--- config.mk ---
export PLATFORM = sky130hd
export DESIGN_NAME = mul_shift_add_32
export DESIGN_NICKNAME = d
export VERILOG_FILES = /design/src/rtl/mul_shift_add_32.sv
export SDC_FILE = /design/constraint.sdc
export NUM_CORES = 1
export LEC_CHECK = 0
export BUFFER_PORTS_ARGS = -buffer_cell sky130_fd_sc_hd__buf_4
export CAP_MARGIN = 20
export CORE_MARGIN = 2
export CORE_UTILIZATION = 30
export CTS_CLUSTER_DIAMETER = 200
export CTS_CLUSTER_SIZE = 24
export DETAILED_ROUTE_END_ITERATION = 6
export MAX_ROUTING_LAYER = met4
export SLEW_MARGIN = 25
export SYNTH_ARGS = -nofsm -noshare
export SYNTH_HDL_FRONTEND = slang
export SYNTH_SLANG_ARGS = --single-unit
--- constraint.sdc ---
create_clock -name clk -period 17.3 [get_ports clk]
set_input_delay 2.595 -clock clk [delete_from_list [all_inputs] [get_ports clk]]
set_output_delay 2.595 -clock clk [all_outputs]
set_load 0.01 [all_outputs]
--- src/rtl/mul_shift_add_32.sv ---
// Multi-cycle unsigned shift-add multiplier: one ripple-carry add per clock,
// start/busy/done handshake, 2*WIDTH-bit product held until the next start.
module mul_shift_add_32 #(
   parameter int unsigned WIDTH = 32,
   parameter int unsigned CNT_W = 6
) (
   input  logic                 clk,
   input  logic                 rst_n,
   input  logic                 start,
   input  logic [WIDTH-1:0]     a,
   input  logic [WIDTH-1:0]     b,
   output logic                 busy,
   output logic                 done,
   output logic [2*WIDTH-1:0]   product
);

   localparam logic [1:0] S_IDLE = 2'd0;
   localparam logic [1:0] S_RUN  = 2'd1;
   localparam logic [1:0] S_DONE = 2'd2;

   logic [1:0]       r_state;
   logic [1:0]       w_state_nxt;
   logic             w_accept;
   logic             w_last;
   logic [WIDTH-1:0] r_mcand;
   logic [WIDTH-1:0] r_hi;
   logic [WIDTH-1:0] r_lo;
   logic [CNT_W-1:0] r_cnt;
   logic [WIDTH-1:0] w_y;
   logic [WIDTH-1:0] w_sum;
   logic             w_cout;

   assign w_y    = r_lo[0] ? r_mcand : '0;
   assign w_last = (r_cnt == CNT_W'(WIDTH - 1));

   // Adder: bit-level ripple-carry at 32 bits, behavioural add otherwise; cin is tied low.
   generate
      if (WIDTH == 32) begin : g_rca
         always_comb begin : p_rca
            logic v_c;
            v_c   = 1'b0;
            w_sum = '0;
            for (int i = 0; i < int'(WIDTH); i++) begin
               w_sum[i] = r_hi[i] ^ w_y[i] ^ v_c;
               v_c      = (r_hi[i] & w_y[i]) | (v_c & (r_hi[i] ^ w_y[i]));
            end
            w_cout = v_c;
         end
      end else begin : g_beh
         assign {w_cout, w_sum} = (WIDTH+1)'(r_hi) + (WIDTH+1)'(w_y);
      end
   endgenerate

   // Next-state logic; start is only honoured in IDLE or DONE.
   always_comb begin
      w_state_nxt = r_state;
      w_accept    = 1'b0;
      case (r_state)
         S_IDLE: begin
            if (start) begin
               w_state_nxt = S_RUN;
               w_accept    = 1'b1;
            end
         end
         S_RUN: begin
            if (w_last) w_state_nxt = S_DONE;
         end
         S_DONE: begin
            if (start) begin
               w_state_nxt = S_RUN;
               w_accept    = 1'b1;
            end else begin
               w_state_nxt = S_IDLE;
            end
         end
         default: w_state_nxt = S_IDLE;
      endcase
   end

   always_ff @(posedge clk or negedge rst_n) begin
      if (!rst_n) begin
         r_state <= S_IDLE;
         busy    <= 1'b0;
         done    <= 1'b0;
      end else begin
         r_state <= w_state_nxt;
         busy    <= (w_state_nxt == S_RUN);
         done    <= (w_state_nxt == S_DONE);
      end
   end

   // Datapath: {hi,lo} shifts right by one each iteration, carry-out entering at the top.
   always_ff @(posedge clk or negedge rst_n) begin
      if (!rst_n) begin
         r_mcand <= '0;
         r_hi    <= '0;
         r_lo    <= '0;
         r_cnt   <= '0;
         product <= '0;
      end else if (w_accept) begin
         r_mcand <= a;
         r_hi    <= '0;
         r_lo    <= b;
         r_cnt   <= '0;
      end else if (r_state == S_RUN) begin
         r_hi  <= {w_cout, w_sum[WIDTH-1:1]};
         r_lo  <= {w_sum[0], r_lo[WIDTH-1:1]};
         r_cnt <= r_cnt + CNT_W'(1);
         if (w_last) product <= {w_cout, w_sum, r_lo[WIDTH-1:1]};
      end
   end

endmodule

==> impl_metrics.env, run 1 <==
export IMPL_antenna_found_initial=0
export IMPL_clock_latency_ns=0.43
export IMPL_ctsRootBufferMaster="clkbuf_16"
export IMPL_slew_violations=0
export IMPL_synthesis_area_sq_um=7520
export IMPL_start_util_pct=30.7
export IMPL_synth_top_family_by_area="simple AND/OR/NAND/NOR gates"
export IMPL_highest_layer="met4"
export IMPL_critPathMaxStageDelay_ns=0.54
export IMPL_grt_ovfl_total=0
export IMPL_p_leak_nw=4.36
export IMPL_clock_skew_ns=0.0157
export IMPL_numPortBuffers=132
export IMPL_tightest_slew_ns=0.871
export IMPL_met2_length_um=7950
export IMPL_synth_edf_count=0
export IMPL_cts_resized=0
export IMPL_die_w_um=162
export IMPL_max_cap_violations=0
export IMPL_cts_buffers=17
export IMPL_track_usage_pct=13.9
export IMPL_crit_top_cell="fa_1"
export IMPL_nNetsFinal=904
export IMPL_ys_types=32
export IMPL_finish_utilization_pct=38.6
export IMPL_ant_nets=0
export IMPL_end_kind="register"
export IMPL_setup_slack_ns=3.04
export IMPL_drc=0
export IMPL_syn2layout_area_growth_pct=25.5
export IMPL_hold_buffers=0
export IMPL_die_area_sq_um=26300
export IMPL_fin_hold_ws_ns=0.475
export IMPL_fmax_mhz=70.1
export IMPL_rsz0062_at_grt="no"
export IMPL_h_tree_depth=4
export IMPL_cp_max_fo=33
export IMPL_rows=57
export IMPL_min_path_type="reg2reg"
export IMPL_synthCells=686
export IMPL_hpwlAfterDp_um=11000
export IMPL_wire_per_inst_um=14.8
export IMPL_clock_sinks=170
export IMPL_crit_arrival_ns=14.54
export IMPL_synth_area_leaders="dfrtp_1 57%, nand2_1 9.6%, fa_1 8.3%"
export IMPL_power_per_cell_area_nw_per_um2=181
export IMPL_post_cts_setup_buffers=0
export IMPL_layout_drive_gt1_share_pct=23.9
export IMPL_r2r_slack_ns=3.04
export IMPL_gp_congestion=0.782
export IMPL_relSlewSlack_pct=41.9
export IMPL_post_route_period_util_pct=82.4
export IMPL_yosysMostFrequentCell="nand2_1"
export IMPL_die_y_um=162
export IMPL_finalInstanceArea_sq_um=9430
export IMPL_avgViaCountPerCell=4.51
export IMPL_drt_total_wl_um=16900
export IMPL_m1WireLength_um=8250
export IMPL_status="complete, no violations"
export IMPL_synth_adder_area_share_pct=8.59
export IMPL_met3_length_um=573
export IMPL_vias=5143
export IMPL_hold_viol=0
export IMPL_syn_num_nets=786
export IMPL_ys_ff_latch=170
export IMPL_yosysWarnings=0
export IMPL_cts_buffer_depth=2
export IMPL_synthMuxAreaShare_pct=9.06
export IMPL_crit_type="reg2reg"
export IMPL_grt_pass1_vias=5191
export IMPL_layout_min_cycle_time_ns=14.26
export IMPL_crit_path_top_delay_cell="fa_1"
export IMPL_worst_ep_required_time_ns=17.58
export IMPL_drt_iter0_markers=268
export IMPL_core_area_sq_um=24500
export IMPL_synthArstFlopShare_pct=100
export IMPL_yosys_area_top_type="dfrtp_1"
export IMPL_start_kind="register"
export IMPL_synth_top_area_share_pct=56.6
export IMPL_synth_simple_area_share_pct=12.6
export IMPL_synth_xor_area_share_pct=0
export IMPL_place_ws_ns=3.10
export IMPL_grt_pass1_wl_um=27900
export IMPL_synth_commonest_cells="192 x nand2_1, 170 x dfrtp_1, 65 x inv_1"
export IMPL_place_area_sq_um=8800
export IMPL_io_pin_count=133
export IMPL_peakVddDrop_mv=0.0672
export IMPL_synth_compound_area_share_pct=7.29
export IMPL_ys_flop_type="dfrtp_1"
export IMPL_firstDrtPassIters=4
export IMPL_tritoncts="built"
export IMPL_ys_seq_area_share_pct=56.6
export IMPL_syn_avg_cell_area_sq_um=11.0
export IMPL_finalSetupViolations=0
export IMPL_n_antenna_cell=0
export IMPL_clkTransAtPathRegs_ns=0.07
export IMPL_fin_setup_tns_ns=0
export IMPL_grt_max_degree=103
[per-stage QoR]
| stage | std cells | power [mW] |
|---|---|---|
| floorplan | 686 | 1.08 |
| global placement | 1108 | 1.32 |
| detailed placement | 1108 | 1.34 |
| CTS | 1140 | 1.74 |
| global route | 1141 | 1.86 |
| finish | 1141 | 1.71 |
[final cells by class]
cell class,instances,area (sq um)
well taps,324,405
inverters,65,244
repair buffers,140,1070
multi-input cells,410,2850
flip-flops and latches,170,4250
clock inverters,13,155
clock buffers,19,453
fillers,2441,15000
[final timing paths]
path,cells after the start,startpoint,to
max reg2reg,36,r_lo[0],product[62]
min,2,r_mcand[29],r_mcand[29]
min reg2reg,2,r_mcand[29],r_mcand[29]
min in group asynchronous,1,rst_n,r_lo[8]
max in group asynchronous,2,rst_n,product[38]
max,36,r_lo[0],product[62]
[where the power goes]
group / leakage (nW) / switching, mW / internal, mW
combinational: 1.96 / 0.331 / 0.294
sequential: 2.10 / 0.111 / 0.583
clock: 0.294 / 0.168 / 0.224
total: 4.36 / 0.610 / 1.10
[kinds of logic after synthesis]
logic type,count (synthesis)
AND/OR/NAND/NOR,239
flip-flops,170
buffers and inverters,106
AO/OA/AOI/OAI,74
multiplexers,64
adder cells (fa/ha/maj),33
[cell usage in the layout (no fill, tap or decap), types with 3 or more instances in the layout]
cell type and instances:
a31oi_1 31, o2bb2ai_1 32, nand3_1 3, mux2i_1 32, mux2_2 15, mux2_1 17
nand2_1 192, clkbuf_16 17, inv_1 65, inv_6 3, clkinv_4 3, fa_1 31
nor2_1 31, dfrtp_1 170, buf_4 137, o211ai_1 3, o21ai_0 4
[per-layer routing]
layer,track usage (%),vias up
met5,-,-
met4,3.74,0
met3,2.58,8
met2,20.9,92
met1,19.3,2584
li1,-,2459
[worst max-delay path: cells and delay by family (launching register included)]
kind          cells  cell delay, ns
simple gates      1            0.19
fa+ha+maj        32           13.12
flops             1            0.32
buf+inv           2            0.37
mux               1            0.07
[state kept, by name (all words and copies together) (netlist names)]
register	flops
busy	1
r_cnt	6
r_hi	32
product	64
r_state	2
r_lo	32
done	1
r_mcand	32
Power figures use the tool's default switching activity.
==> run 2: changes to the inputs <==
clock period = 12 ns   (was 17.3 ns; I/O delays follow)
==> impl_metrics.env, run 2 (same netlist as run 1, synthesis figures left out) <==
export IMPL_min_path_type="reg2reg"
export IMPL_die_y_um=162
export IMPL_rows=57
export IMPL_layout_min_cycle_time_ns=12.03
export IMPL_seq_power_share_pct=40.2
export IMPL_drt_iter0_markers=289
export IMPL_cp_max_fo=2
export IMPL_io_pin_count=133
export IMPL_path_buf_inv=1
export IMPL_tightest_slew_ns=0.979
export IMPL_grt_ovfl_total=0
export IMPL_dpl_cell_count=1111
export IMPL_clock_skew_ns=0.0144
export IMPL_post_cts_setup_buffers=0
export IMPL_hpwlAfterDp_um=11300
export IMPL_h_tree_depth=4
export IMPL_gp_congestion=0.745
export IMPL_die_w_um=162
export IMPL_clock_latency_ns=0.43
export IMPL_violations="setup timing"
export IMPL_clock_sinks=170
export IMPL_crit_top_cell="fa_2"
export IMPL_start_util_pct=30.7
export IMPL_cts_buffers=17
export IMPL_syn2layout_area_growth_pct=27.3
export IMPL_final_cell_mix="192 x nand2_1, 170 x dfrtp_1, 137 x buf_4, 64 x inv_1, 32 x mux2i_1"
export IMPL_holdCritStartpoint="r_mcand[5]"
export IMPL_n_antenna_cell=0
export IMPL_fmax_mhz=83.1
export IMPL_cts_buffer_depth=2
export IMPL_p_sw_mw=0.908
export IMPL_finalSetupViolations=1
export IMPL_crit_family="adder cells"
export IMPL_ant_nets=0
export IMPL_final_common_cell="nand2_1"
export IMPL_ctsRootBufferMaster="clkbuf_16"
export IMPL_place_ws_ns=-0.223
export IMPL_layout_drive_gt1_share_pct=28.3
export IMPL_max_cap_violations=0
export IMPL_track_usage_pct=14.0
export IMPL_drt_total_wl_um=16800
export IMPL_crit_arrival_ns=12.32
export IMPL_tritoncts="built"
export IMPL_clkTransAtPathRegs_ns=0.08
export IMPL_top_register="product"
export IMPL_avgViaCountPerCell=4.48
export IMPL_grt_pass1_vias=5383
export IMPL_relSlewSlack_pct=34.6
export IMPL_crit_type="reg2reg"
export IMPL_grt_max_degree=92
export IMPL_numPortBuffers=132
export IMPL_post_route_period_util_pct=100
export IMPL_grt_pass1_wl_um=28200
export IMPL_slew_violations=0
export IMPL_crit_path_start="r_lo[0]"
export IMPL_firstDrtPassIters=4
export IMPL_p_clk_share_pct=22.1
export IMPL_fin_setup_tns_ns=-0.0306
export IMPL_start_kind="register"
export IMPL_crit_path_top_delay_cell="fa_1"
export IMPL_nNetsFinal=906
export IMPL_hold_viol=0
export IMPL_die_area_sq_um=26300
export IMPL_power_switching_share_pct=36.7
export IMPL_fin_cells=1143
export IMPL_setup_slack_ns=-0.0306
export IMPL_wire_per_inst_um=14.7
export IMPL_drc=0
export IMPL_r2r_start="r_lo[0]"
export IMPL_core_area_sq_um=24500
export IMPL_antenna_found_initial=0
export IMPL_largest_reg_flops=64
export IMPL_rsz0062_at_grt="yes"
export IMPL_end_kind="register"
export IMPL_worst_ep_required_time_ns=12.29
export IMPL_p_comb_share_pct=37.7
export IMPL_status="finished, violations left"
export IMPL_power_per_cell_area_nw_per_um2=259
export IMPL_p_int_mw=1.57
export IMPL_critPathMaxStageDelay_ns=0.55
export IMPL_peakVddDrop_mv=0.0972
export IMPL_p_leak_nw=4.38
export IMPL_vias=5117
[run 2: cell types whose count changed in the layout (fill, tap and decap cells not counted), sizes merged]
| cell | previous run | this run |
|---|---|---|
| inv | 70 | 75 |
| buf | 140 | 142 |
| bufinv | 2 | 0 |
| clkbuf | 19 | 17 |
| clkinvlp | 2 | 0 |
| clkinv | 4 | 5 |
[run 2: worst paths after layout]
check                               to  slack (ns)  depth (start not counted)
max in group asynchronous     r_cnt[5]        9.23                          3
hold / removal              r_mcand[5]        0.47                          2
setup / recovery           product[62]       -0.03                         35
setup reg to reg           product[62]       -0.03                         35
min in group asynchronous   product[7]        1.38                          1
hold reg to reg             r_mcand[5]        0.47                          2
[run 2: metrics by stage]
step                      cell area [sq um]  total power [mW]  utilization [%]  hold WS (ns)
final                                  9560              2.48             39.1         0.474
after global routing                   9560              2.70             39.1         0.501
after floorplan                        7590              1.58                -         0.438
after detailed placement               8940              1.96             36.6         0.464
after global placement                 8870              1.93             36.3         0.456
after CTS                              9540              2.52             39.0         0.480
[run 2: layout make-up]
class | count | area (sq um)
Clock buffer | 17 | 425
Fill cell | 2379 | 14900
Multi-Input combinational cell | 410 | 2960
Tap cell | 324 | 405
Timing Repair Buffer | 142 | 1110
Clock inverter | 15 | 166
Inverter | 65 | 244
Sequential cell | 170 | 4250
[run 2: what timing repair did]
action	CTS	global route
hold buffers	0	0
pin swaps	7	4
gates resized for setup	2	5
endpoints found under the setup margin	4	4
[run 2: power by group through the flow]
stage | combinational (mW) | sequential (mW) | clock (mW)
3_3_place_gp | 0.924 | 1.01 | 0
2_1_floorplan | 0.568 | 1.01 | 0
5_1_grt | 1.07 | 1.03 | 0.587
6_report | 0.935 | 0.996 | 0.546
4_1_cts | 0.961 | 0.997 | 0.567
3_5_place_dp | 0.957 | 1.00 | 0
[run 2: worst reg2reg max path, delay by kind of cell (launching register included)]
kind / cells / cell delay, ns
buf+inv: 1 / 0.03
fa+ha+maj: 32 / 11.27
mux: 1 / 0.08
simple gates: 1 / 0.15
flops: 1 / 0.36
[run 2: routing by layer]
layer	share of wire [%]	wire length [um]	vias to the layer above	track usage [%]
met5	0	0	-	-
met4	1.9	325	0	4.75
met3	3.1	512	18	2.78
met2	49	8290	93	21.8
met1	46	7640	2552	18.3
li1	-	-	2454	-
